$ cat config.mk
export PLATFORM = sky130hd
export DESIGN_NAME = io_ports
export DESIGN_NICKNAME = d
export VERILOG_FILES = /design/src/rtl/io_ports_pkg.sv /design/src/rtl/io_ports_debounce.sv /design/src/rtl/io_ports.sv
export SDC_FILE = /design/constraint.sdc
export NUM_CORES = 1
export LEC_CHECK = 0
export BUFFER_PORTS_ARGS = -buffer_cell sky130_fd_sc_hd__buf_2
export CAP_MARGIN = 20
export CORE_ASPECT_RATIO = 0.6
export CORE_UTILIZATION = 41
export CTS_CLUSTER_SIZE = 20
export DETAILED_ROUTE_END_ITERATION = 16
export GPL_TIMING_DRIVEN = 0
export PLACE_DENSITY_LB_ADDON = 0.1
export SLEW_MARGIN = 20
export SYNTH_ARGS = -nofsm -noshare
export SYNTH_HDL_FRONTEND = slang
export SYNTH_SLANG_ARGS = --single-unit
$ cat constraint.sdc
create_clock -name clock -period 1.6 [get_ports clock]
set_clock_uncertainty 0.15 [all_clocks]
set_input_delay 0.16 -clock clock [delete_from_list [all_inputs] [get_ports clock]]
set_output_delay 0.16 -clock clock [all_outputs]
set_load 0.1 [all_outputs]
$ cat src/rtl/io_ports_pkg.sv
// Shared definitions for the memory-mapped I/O port block: register addresses,
// display patterns and the address decoder used by the top level.
package io_ports_pkg;

  localparam logic [15:0] IO_BASE    = 16'hfff0;
  localparam logic [15:0] IO_SWITCH  = 16'hfff0;
  localparam logic [15:0] IO_STATUS  = 16'hfff2;
  localparam logic [15:0] IO_DISPLAY = 16'hfffa;

  localparam logic [6:0] SEG_0 = 7'b1111110;
  localparam logic [6:0] SEG_1 = 7'b0110000;

  typedef enum logic [1:0] {
    REG_NONE,
    REG_SWITCH,
    REG_STATUS,
    REG_DISPLAY
  } io_reg_e;

  // Full 16-bit compare; anything else in the window decodes to REG_NONE.
  function automatic io_reg_e decode_reg(input logic [15:0] a);
    io_reg_e r;
    r = REG_NONE;
    if (a == IO_SWITCH)       r = REG_SWITCH;
    else if (a == IO_STATUS)  r = REG_STATUS;
    else if (a == IO_DISPLAY) r = REG_DISPLAY;
    return r;
  endfunction

endpackage

$ cat src/rtl/io_ports_debounce.sv
// One switch bit: two-flop synchronizer followed by a run-length debouncer.
// toggled pulses in the cycle whose closing edge updates stable.
module io_debounce #(
  parameter int DEBOUNCE_CYCLES = 4
) (
  input  logic clock,
  input  logic reset,
  input  logic raw,
  output logic stable,
  output logic toggled
);

  localparam int CW = $clog2(DEBOUNCE_CYCLES + 1);
  localparam logic [CW-1:0] LAST = CW'(DEBOUNCE_CYCLES - 1);

  logic          sync1;
  logic          sync2;
  logic [CW-1:0] cnt;

  assign toggled = (sync2 != stable) && (cnt == LAST);

  always_ff @(posedge clock) begin
    if (!reset) begin
      sync1  <= 1'b0;
      sync2  <= 1'b0;
      cnt    <= '0;
      stable <= 1'b0;
    end else begin
      sync1 <= raw;
      sync2 <= sync1;
      if (sync2 == stable) begin
        cnt <= '0;
      end else if (cnt == LAST) begin
        stable <= sync2;
        cnt    <= '0;
      end else begin
        cnt <= cnt + CW'(1);
      end
    end
  end

endmodule

$ cat src/rtl/io_ports.sv
// Memory-mapped I/O responder for the 0xfffX window: debounced switches,
// a sticky change flag cleared on read, and a 7-segment display register.
module io_ports
  import io_ports_pkg::*;
#(
  parameter int NSW             = 2,
  parameter int DEBOUNCE_CYCLES = 4
) (
  input  logic            clock,
  input  logic            reset,
  input  logic [15:0]     addr,
  input  logic [15:0]     wdata,
  input  logic            memwrite,
  input  logic            memread,
  output logic [15:0]     rdata,
  output logic            io_hit,
  input  logic [NSW-1:0]  sw,
  output logic [6:0]      seg
);

  logic [NSW-1:0] stable;
  logic [NSW-1:0] toggled;
  logic           flag;
  io_reg_e        sel;
  logic           unused_wdata;

  for (genvar i = 0; i < NSW; i++) begin : g_sw
    io_debounce #(
      .DEBOUNCE_CYCLES(DEBOUNCE_CYCLES)
    ) u_debounce (
      .clock   (clock),
      .reset   (reset),
      .raw     (sw[i]),
      .stable  (stable[i]),
      .toggled (toggled[i])
    );
  end

  assign sel          = decode_reg(addr);
  assign io_hit       = (addr[15:4] == IO_BASE[15:4]);
  assign unused_wdata = ^wdata[15:7];

  always_comb begin
    rdata = '0;
    case (sel)
      REG_SWITCH:  rdata[NSW-1:0] = stable;
      REG_STATUS:  rdata[0]       = flag;
      REG_DISPLAY: rdata[6:0]     = seg;
      default:     rdata          = '0;
    endcase
  end

  // A toggle landing on the same edge as a STATUS read keeps the flag set.
  always_ff @(posedge clock) begin
    if (!reset) begin
      flag <= 1'b0;
      seg  <= '0;
    end else begin
      if (|toggled) begin
        flag <= 1'b1;
      end else if (memread && (sel == REG_STATUS)) begin
        flag <= 1'b0;
      end
      if (memwrite && (sel == REG_DISPLAY)) begin
        seg <= wdata[6:0];
      end
    end
  end

endmodule

== Word-level counts from Yosys, hierarchy flattened ==
Cells that the tools add are included.
Cells by class
  add/subtract/negate cells: 2
  eq/ne operators: 13
  multiplexer cells: 8
  bitwise logic cells: 3
  reductions and logical operators: 10
Operator list (number)
  == test 16 bit (second input constant): 3
  == test 12 bit (second input constant): 1
  adder 3 x 1 -> 3 bit (second input constant): 2
  == test 3 x 2 -> 1 bit (second input constant): 2
  2-to-1 mux 2 bit: 3
  OR reduction 3 bit: 2
  2-to-1 mux 5 bit: 1
  == test 2 bit (second input constant): 2
  logical AND 1 bit: 4
  AND reduction 2 bit: 2
  inverter 1 bit: 3
  one-hot mux 1 bit (3 select lines): 1
  == test 1 bit: 2
  == test 2 x 1 -> 1 bit (second input constant): 1
  2-to-1 mux 1 bit: 2
  != test 1 bit: 2
  one-hot mux 1 bit (2 select lines): 1
  nonzero test 2 bit: 1
  OR reduction 2 bit: 1
Word-level totals
  bits in registers: 20
  output and inout bits: 24

== Longest topological paths before layout ==
  depth in word-level cells: 8
  depth in mapped cells: 5
  depth with buffers taken out: 4

== Hierarchy ==
Synthesis repeated with hierarchy kept, for this count alone.
Second synthesis, totals
  cell total of the unflattened synthesis: 104
  area, all modules: 1028.5 sq um
By module, submodules not included
  io_ports: instances 1, cells an instance 68, area each 578.1 sq um, sequential area each 160.2 sq um
  io_debounce: instances 2, cells an instance 18, area each 225.2 sq um, sequential area each 120.1 sq um

== Worst setup path before layout ==
No wires, ideal clock.
  path kind: register to output
  start: register seg[1]
  end: output rdata[1]
  data arrival time: 2.578 ns
  slack: -1.288 ns
  cell stages (with the launch flop): 3
  path buffers: 0
  cells stage by stage: dfxtp_1 > nand3_1 > a21oi_1
Between the ends
  word-level cells in the longest chain between the ends: 1
Ends and longest elaborated chain
  from (decl): line io_ports.sv:18  | output logic [6:0] seg
  from (signal assigned): line io_ports.sv:65  | seg <= wdata[6:0];
  one-hot mux 1 bit (2 select lines): line io_ports.sv:45  | case (sel)
  to (decl): line io_ports.sv:15  | output logic [15:0] rdata,
No other way between the ends.

== Worst setup path after layout ==
  start: input addr[0]
  end: output rdata[3]
Between the ends
  word-level cells in the longest chain between the ends: 6
Ends and longest elaborated chain
  from (decl): line io_ports.sv:11  | input logic [15:0] addr,
  == test 16 bit: line io_ports_pkg.sv:26  | else if (a == IO_DISPLAY) r = REG_DISPLAY;
  2-to-1 mux 2 bit: line io_ports_pkg.sv:26
  2-to-1 mux 2 bit: line io_ports_pkg.sv:25  | else if (a == IO_STATUS) r = REG_STATUS;
  2-to-1 mux 2 bit (*): line io_ports_pkg.sv:24  | if (a == IO_SWITCH) r = REG_SWITCH;
  == test 2 bit (*): line io_ports.sv:45
  2-to-1 mux 5 bit (*): line io_ports.sv:45
Mark *: on every way between the ends. The rest lies on a longest branch, timed or not.

==> flow_metrics.py <==
metrics = {
    "status": {
        "status": "complete, no violations",
    },
    "clocking": {
        "cts_tree": "yes",
        "clock_latency_ns": 0.25,
        "root_buffer": "clkbuf_8",
        "postCtsSetupRepairBufs": 0,
        "htreeDepth": 1,
        "cts_made_buffers": 3,
        "clockBufferDepth": 2,
        "path_clk_slew_ns": 0.07,
        "clock_sinks": 20,
    },
    "route": {
        "drc": 0,
        "wl_per_cell_um": 10.4,
        "drt-initial-drc-count": 30,
        "wirelength_um": 2090,
        "via_count": 935,
        "dr.pass1.iters": 4,
        "vias_per_cell": 4.68,
        "ant_nets": 0,
    },
    "timing": {
        "setup_viol": 0,
        "max_freq_ghz": 0.655,
        "slew_violations": 0,
        "final-hold-violation-count": 0,
        "finalCritPeriodShare_pct": 95.4,
        "fin_ws_ns": 0.0741,
        "min_period_ns": 1.53,
    },
    "worst_setup_path": {
        "crit_start": "addr[0]",
        "cp-end-kind": "output pin",
        "crit_end": "rdata[3]",
        "reg2reg_setup_slack_ns": 0.34,
        "crit_chain": "buf_2 > and4bb_1 > and4_2 > and2_2 > buf_8",
        "cp.required_ns": 1.29,
        "max_stage_delay_ns": 0.29,
        "r2r_start": "g_sw[1].u_debounce.cnt[0]",
        "reg2reg_to": "flag",
        "cp_num_buf_inv": 2,
        "r2r_cells": 4,
        "crit_type": "in2out",
        "slowest_stage": "and4bb_1",
        "path_depth": 5,
        "start_kind": "input port",
        "critical_path.max_fanout": 5,
        "crit_family": "simple AND/OR/NAND/NOR gates",
        "cp.arrival_ns": 1.22,
    },
    "die": {
        "core_um2": 2160,
        "die_w_um": 63.9,
        "rows": 13,
        "initial_core_util_pct": 43.6,
        "die-area_um2": 2500,
        "io_pins": 62,
        "die_h_um": 39.1,
    },
    "logic_synthesis": {
        "syn_area_per_cell_um2": 8.72,
        "ys_seq_elements": 20,
        "synth.distinct_cells": 23,
        "netlist_instances": 108,
        "netlist_area_um2": 942,
        "ys_warn_count": 0,
        "seq_area_frac_synth_pct": 42.5,
    },
    "final_layout": {
        "mostFrequentLayoutCell": "buf_2",
        "area_growth_pct": 56.2,
        "drive_gt1_share_pct": 43.5,
        "nNetsFinal": 213,
        "final_cell_mix": "buf_2 (37), dfxtp_1 (12), nor2_1 (11)",
        "instances_no_fill": 200,
        "antenna_cells": 0,
    },
    "hold_path": {
        "min_path_type": "in2reg",
    },
    "grt": {
        "grt_pass1_vias": 779,
        "grt_pass1_wl_um": 3220,
        "antenna_found_initial": 0,
        "grtUsageTotal_pct": 17.5,
        "overflow": 0,
        "grt_start_max_net_pins": 12,
    },
    "place": {
        "gp_congestion": 0.684,
        "port_buffers": 42,
        "dp_slack_ns": -0.133,
        "place_inst": 188,
    },
    "power": {
        "power.density_nw_per_um2": 721,
        "p_leak_nw": 0.687,
        "ir_drop_mv": 0.723,
    },
    "run": {
        "drv_cap": 0,
    },
}
==> routing by layer <==
metal  wire length [µm]  global-route usage, %
met1               1010                   22.6
met2                841                   27.1
met3                222                   6.76
met4                 13                   5.11
met5                  0                      0
==> power by group <==
| group | total (W) | internal, W | switching [W] |
|---|---|---|---|
| clock | 0.000368 | 0.000219 | 0.000150 |
| combinational | 0.000188 | 0.0000600 | 0.000128 |
| sequential | 0.000505 | 0.000502 | 0.00000259 |
==> registers in the layout, indices dropped and copies added (netlist names) <==
register                count
g_sw.u_debounce.sync2       2
seg                         7
flag                        1
g_sw.u_debounce.sync1       2
g_sw.u_debounce.cnt         6
g_sw.u_debounce.stable      2
==> timing repair <==
action,4_1_cts,5_1_grt
hold buffers,8,0
endpoints found under the hold margin,8,0
gates resized for setup,13,11
setup endpoints to repair,7,7
pin swaps,0,1
==> cell usage after synthesis <==
cell type,instances,share of area [%]
dfxtp_1,20,42
nor2_1,12,4.8
a21oi_1,9,4.8
and2_1,9,6.0
buf_4,9,7.2
nand3_1,8,4.2
o21ai_0,7,3.7
and4_1,5,4.6
inv_1,5,2.0
ha_1,4,5.3
mux2i_1,3,3.2
buf_2,2,1.1
nand2_1,2,0.80
nand3b_1,2,1.6
nand4_1,2,1.3
xor2_1,2,1.9
a22oi_1,1,0.80
a31oi_1,1,0.66
and3_1,1,0.66
and4bb_1,1,1.3
clkinv_1,1,0.40
conb_1,1,0.40
o31ai_1,1,0.80
==> worst min-delay path by stage <==
stage / from / end / slack, ns / cells past startpoint
final: wdata[4] / seg[4] / 0.007 / 3
after global routing: wdata[4] / seg[4] / 0.007 / 3
after CTS: wdata[4] / seg[4] / 0.002 / 3
after detailed placement: sw[0] / g_sw[0].u_debounce.sync1 / 0.22 / 2
after global placement: sw[0] / g_sw[0].u_debounce.sync1 / 0.22 / 2
after floorplan: reset / g_sw[0].u_debounce.sync1 / 0.13 / 1
==> metrics by stage <==
step                area, µm²  hold WS [ns]  TNS [ns]  util, %  power (W)
floorplan                1010         0.132    -0.174        -   0.000645
detailed placement       1260         0.219    -0.795     58.1   0.000686
global placement         1260         0.215    -0.777     58.1   0.000685
global route             1470       0.00659  -0.00726     68.0    0.00111
finish                   1470       0.00657         0     68.0    0.00106
CTS                      1430       0.00177         0     66.2    0.00107
==> worst min-delay path, delay by kind of cell <==
| family | cells | cell delay, ns |
|---|---|---|
| and+or+nand+nor | 1 | 0.06 |
| buffers and inverters | 1 | 0.09 |
| AOI/OAI and AO/OA | 1 | 0.06 |
==> cell families (layout without fill, tap and decap cells) <==
logic type | Yosys count | count (layout) | synth area share [%]
and+or+nand+nor | 42 | 42 | 25.4
DFF | 20 | 20 | 42.5
AOI/OAI and AO/OA | 19 | 19 | 10.8
buffers and inverters | 17 | 71 | 10.6
adders and majority gates | 4 | 4 | 5.31
muxes | 3 | 3 | 3.19
xor gates and xnor gates | 2 | 2 | 1.86
other | 1 | 9 | 0.398
==> cell type report <==
cell class,instances,area (µm²)
fillers,190,692
well taps,30,37.5
inverters,6,22.5
clock buffers,4,55.1
repair buffers,50,362
multi-input cells,79,504
flip-flops and latches,20,413
plain buffers,11,77.6
No activity file was read; power rests on OpenSTA's default activity.
